[src/rtl/picoctrl_prog_loader.sv]
// picoctrl program loader: byte-stream download into a 32x16 program memory.
// Optional trailing checksum byte enabled by PROG_LOADER_CHECKSUM_EN.
module picoctrl_prog_loader (
  input  logic        clk,
  input  logic        res,
  input  logic        load_start,
  input  logic [7:0]  in_data,
  input  logic        in_valid,
  output logic        in_ready,
  input  logic [4:0]  instruction_ROM_Addr,
  output logic [15:0] instruction_ROM_data,
  output logic        core_res_n,
  output logic        busy,
  output logic        err,
  output logic [5:0]  words_loaded
);

  typedef enum logic [2:0] {
    IDLE, GET_LEN, GET_HI, GET_LO, CHECK, RUN, ERROR
  } state_t;

  state_t      state, state_nxt;
  logic [15:0] mem [32];
  logic [5:0]  len_q;
  logic [7:0]  hi_q;
  logic [4:0]  addr_q;
  logic        xfer;
  logic        restart;
  logic        last_word;
  logic        len_bad;
`ifdef PROG_LOADER_CHECKSUM_EN
  logic [7:0]  csum_q;
`endif

  assign xfer      = in_valid && in_ready;
  assign last_word = (words_loaded + 6'd1) == len_q;
  assign len_bad   = (in_data == 8'd0) || (in_data > 8'd32);
  assign restart   = load_start &&
                     (state == IDLE || state == RUN || state == ERROR);

  assign instruction_ROM_data = mem[instruction_ROM_Addr];

  always_ff @(posedge clk) begin
    if (res) state <= IDLE;
    else     state <= state_nxt;
  end

  always_comb begin
    state_nxt  = state;
    in_ready   = 1'b0;
    core_res_n = 1'b0;
    busy       = 1'b0;
    err        = 1'b0;
    unique case (state)
      IDLE: begin
        if (load_start) state_nxt = GET_LEN;
      end
      GET_LEN: begin
        in_ready = 1'b1;
        busy     = 1'b1;
        if (in_valid) state_nxt = len_bad ? ERROR : GET_HI;
      end
      GET_HI: begin
        in_ready = 1'b1;
        busy     = 1'b1;
        if (in_valid) state_nxt = GET_LO;
      end
      GET_LO: begin
        in_ready = 1'b1;
        busy     = 1'b1;
        if (in_valid) state_nxt = last_word ? CHECK : GET_HI;
      end
      CHECK: begin
        busy = 1'b1;
`ifdef PROG_LOADER_CHECKSUM_EN
        in_ready = 1'b1;
        if (in_valid)
          state_nxt = (in_data == csum_q) ? RUN : ERROR;
`else
        state_nxt = RUN;
`endif
      end
      RUN: begin
        core_res_n = 1'b1;
        if (load_start) state_nxt = GET_LEN;
      end
      ERROR: begin
        err = 1'b1;
        if (load_start) state_nxt = GET_LEN;
      end
      default: state_nxt = IDLE;
    endcase
  end

  // restart and xfer never coincide: in_ready is low in IDLE/RUN/ERROR
  always_ff @(posedge clk) begin
    if (res) begin
      len_q        <= '0;
      hi_q         <= '0;
      addr_q       <= '0;
      words_loaded <= '0;
`ifdef PROG_LOADER_CHECKSUM_EN
      csum_q       <= '0;
`endif
    end else if (restart) begin
      addr_q       <= '0;
      words_loaded <= '0;
`ifdef PROG_LOADER_CHECKSUM_EN
      csum_q       <= '0;
`endif
    end else if (xfer) begin
      unique case (state)
        GET_LEN: len_q <= in_data[5:0];
        GET_HI: begin
          hi_q <= in_data;
`ifdef PROG_LOADER_CHECKSUM_EN
          csum_q <= csum_q + in_data;
`endif
        end
        GET_LO: begin
          addr_q       <= addr_q + 5'd1;
          words_loaded <= words_loaded + 6'd1;
`ifdef PROG_LOADER_CHECKSUM_EN
          csum_q       <= csum_q + in_data;
`endif
        end
        default: ;
      endcase
    end
  end

  // memory is not reset; res only blocks a write on the same edge
  always_ff @(posedge clk) begin
    if (!res && xfer && state == GET_LO)
      mem[addr_q] <= {hi_q, in_data};
  end

endmodule

[config.mk]
export PLATFORM = sky130hd
export DESIGN_NAME = picoctrl_prog_loader
export DESIGN_NICKNAME = d
export VERILOG_FILES = /design/src/rtl/picoctrl_prog_loader.sv
export SDC_FILE = /design/constraint.sdc
export NUM_CORES = 1
export LEC_CHECK = 0
export CORE_AREA = 8 8 355 253
export DETAILED_ROUTE_END_ITERATION = 8
export DIE_AREA = 0 0 363 261
export PLACE_DENSITY = 0.49
export SLEW_MARGIN = 20
export SYNTH_ARGS = -nofsm -noshare
export SYNTH_HDL_FRONTEND = slang
export SYNTH_SLANG_ARGS = --single-unit
[constraint.sdc]
create_clock -name clk -period 3.3 [get_ports clk]
set_clock_uncertainty 0.1 [all_clocks]
set_input_delay 0.99 -clock clk [delete_from_list [all_inputs] [get_ports clk]]
set_output_delay 0.99 -clock clk [all_outputs]
set_load 0.02 [all_outputs]
==> summary.log <==
INFO  status         outcome=finished with violations
INFO  status         failed_checks=negative setup slack
INFO  synth          synth_top_area_frac=0.738
INFO  layout         drive_above_1_share=0.385
INFO  floorplanning  floorplan.die.width=363µm
INFO  routing        final_wirelength=59.3mm
INFO  pwr            report.power.total=0.0146W
INFO  routing        vias_per_cell=4.52
INFO  sta            finalHoldViolCount=0
INFO  routing        drc=0
INFO  floorplanning  fp-row-count=90
INFO  critical_path  cp.required=2.21ns
INFO  critical_path  setup.worst_path.end_class=output pin
INFO  critical_path  critical_path.cell_chain=buf_16, buf_16, buf_6, buf_6, mux4_2, o22ai_4, nor4_4, buf_4
INFO  synth          synth.yosys.warnings=0
INFO  grt            global_route_total_usage_across_every_layer=0.124
INFO  routing        num_vias=10800
INFO  synth          synth.yosys.seq_area_share=0.765
INFO  sta            relSlewSlack=0.409
INFO  sta            worst_slack=-0.458ns
INFO  place          io_buffers=42
INFO  routing        firstDrtPassIters=6
INFO  pwr            irDropWorstVdd=0.356mV
INFO  clocking       clock_insertion_delay_at_the_later_pin_of_the_skew_report=0.59ns
INFO  grt            overflow=0
INFO  clocking       cts.sink_count=540
INFO  clocking       clk_pin_slew=0.06ns
INFO  sta            setup_repair_after_global_routing_missed_its_margin=yes
INFO  synth          synthesis.nets=1006
INFO  pwr            p_leak=8.02nW
INFO  layout         finish.utilization=0.318
INFO  routing        ant_nets=0
INFO  grt            globalRouteMet2Util=0.174
INFO  clocking       htreeDepth=2
INFO  critical_path  cp-start-kind=input pin
INFO  place          gp_congestion=0.822
INFO  layout         area_growth_syn_to_layout=29.2%
INFO  synth          syn_avg_cell_area=21.2µm²
INFO  clocking       tritoncts=done
INFO  sta            setup-tns-final=-5.57ns
INFO  sta            tightestPinTransition=0.877ns
INFO  sta            setup_viol_count_final=16
INFO  floorplanning  die_height=261µm
INFO  grt            grt_max_degree=35
INFO  floorplanning  floorplan.io_pins=43
INFO  synth          synth_top_cell_by_area=edfxtp_1
INFO  clocking       numCtsBuffers=53
INFO  grt            grt_use_met3=0.0377
INFO  grt            number_of_antenna_violations_at_the_first_check_in_global_routing=2
INFO  grt            busiest_layer=met1
INFO  synth          synth_cell_type_count=45
INFO  critical_path  critical_path.max_stage_delay=0.43ns
INFO  synth          yosys_register_bits=540
INFO  critical_path  r2r_slack=0.92ns
INFO  place          hpwlAfterDp=39.3mm
INFO  clocking       cts.root.buffer_cell=clkbuf_16
INFO  synth          main_area_contributors_after_synthesis=edfxtp_1 (74%), mux4_2 (14%), dfxtp_1 (2.7%)
INFO  critical_path  setup.worst_path.class=in -> out
INFO  synth          async_reset_ff_frac=0
INFO  routing        wl_per_cell=24.9µm
INFO  sta            timing.hold.ws=0.394ns
INFO  floorplanning  effective_utilization_at_floorplan=0.246
INFO  critical_path  critPathSlowestCell=mux4_2
INFO  routing        drt_first_iter_violations=1140
INFO  critical_path  r2r_depth=6
INFO  sta            timing.final.crit_share=1.14
INFO  floorplanning  die-area=0.0947mm²
INFO  min_path       min_path_type=reg -> reg
INFO  grt            grt_first_pass_wirelength=83.7mm
INFO  sta            tmin_final=3.76ns
INFO  layout         fillers=8080
INFO  clocking       clk_path_buf_depth=3
INFO  floorplanning  design.core.area=0.0848mm²
INFO  synth          synth_top_flop_cell=edfxtp_1
INFO  critical_path  critPathArrivalTime=2.67ns
INFO  layout         final_nets=1218
INFO  run            max_cap_violations=0
INFO  grt            first_global_vias=10900
INFO  sta            fmax=266MHz
INFO  clocking       cts_hold_buf=0
INFO  place          placedInstanceArea=0.0241mm²
INFO  sta            drv_slew=0
INFO  synth          synthesis.instances=984
INFO  critical_path  cp_max_fo=8
INFO  min_path       whs_path_depth=2
INFO  synth          syn-cell-area=0.0208mm²
INFO  grt            met1_usage=0.186
INFO  pwr            pwr_density_cell=541mW/mm²
INFO  layout         final_design_area_no_fill=0.0269mm²
INFO  synth          synth_enable_flop_cells=512
[worst max-delay path: cells and delay by family]
family | cells | cell delay, ns
compound gates | 1 | 0.10
buf+inv | 5 | 0.72
mux | 1 | 0.43
simple gates | 1 | 0.41
[metrics by stage]
step           worst slack [ns]  cells
2_1_floorplan           -0.0153    984
5_1_grt                  -0.487   2384
3_5_place_dp              -1.18   2264
3_3_place_gp              -1.19   2264
4_1_cts                  -0.449   2382
6_report                 -0.458   2385
[kinds of logic (layout without fill, tap and decap cells)]
family,Yosys count,after routing,share of synthesized area
DFF,540,540,0.765
adders and majority gates,5,5,0.00300
xor gates and xnor gates,18,18,0.00757
muxes,143,143,0.146
buffers and inverters,57,307,0.0169
and+or+nand+nor,135,135,0.0366
other,0,1,0
AOI/OAI and AO/OA,86,86,0.0256
[worst paths after layout]
check | startpoint | endpoint
min | hi_q[2] | hi_q[2]
min reg2reg | hi_q[2] | hi_q[2]
max reg2reg | state[2] | mem[14][8]
max | instruction_ROM_Addr[0] | instruction_ROM_data[0]
[repair_timing]
item | CTS | global route
setup buffers | 24 | 13
pin swaps | 35 | 22
resized for setup | 168 | 46
endpoints found under the setup margin | 18 | 17
gates cloned | 7 | 0
[Yosys cell counts, types with 5 or more instances]
master and n:
mux2i_1 15, ha_1 5, inv_1 5, nand2_1 22, o22ai_1 65, a21oi_1 8
xor2_1 9, nor2_1 64, nor4_2 16, buf_2 21, buf_4 5, o21ai_0 6
nand3_1 5, clkbuf_1 11, edfxtp_1 512, buf_6 12, dfxtp_1 28, xnor2_1 9
mux4_2 128
[final cells by class]
type                            count  area (µm²)  area share
Sequential cell                   540       15900       0.592
Multi-Input combinational cell    387        5280       0.196
Timing Repair Buffer              209        2530      0.0940
Tap cell                         1150        1440      0.0534
Clock buffer                       65        1390      0.0517
Clock inverter                     28         320      0.0119
Inverter                            5        18.8    0.000697
Antenna cell                        1        2.50   0.0000929
[sequential cells by signal, summed over array words and instances, names as in the netlist]
name          flops
mem             512
len_q             6
words_loaded      6
addr_q            5
state             3
hi_q              8
[cells in the final DEF, fill, tap and decap left out, drive strengths merged, types with 7 or more instances in the layout]
cell and n:
clkbuf 65, mux2i 15, a21oi 8, nor4 17, clkinv 20, clkdlybuf4s50 20, bufinv 7, o22ai 65
mux4 128, edfxtp 512, dfxtp 28, xor2 9, xnor2 9, buf 188, nor2 64, nand2 24
[report_power, final]
group | switching [W] | internal [W] | leakage (nW) | total, W
clock | 0.00256 | 0.00353 | 0.835 | 0.00609
sequential | 0.0000243 | 0.00747 | 4.56 | 0.00750
combinational | 0.000540 | 0.000436 | 2.62 | 0.000976
total | 0.00312 | 0.0114 | 8.02 | 0.0146
[per-layer routing]
metal | vias up | wire, µm
li1 | 4554 | -
met4 | 2 | 995
met5 | - | 12
met3 | 68 | 5330
met1 | 5801 | 28100
met2 | 362 | 24900
Power figures use the tool's default switching activity.
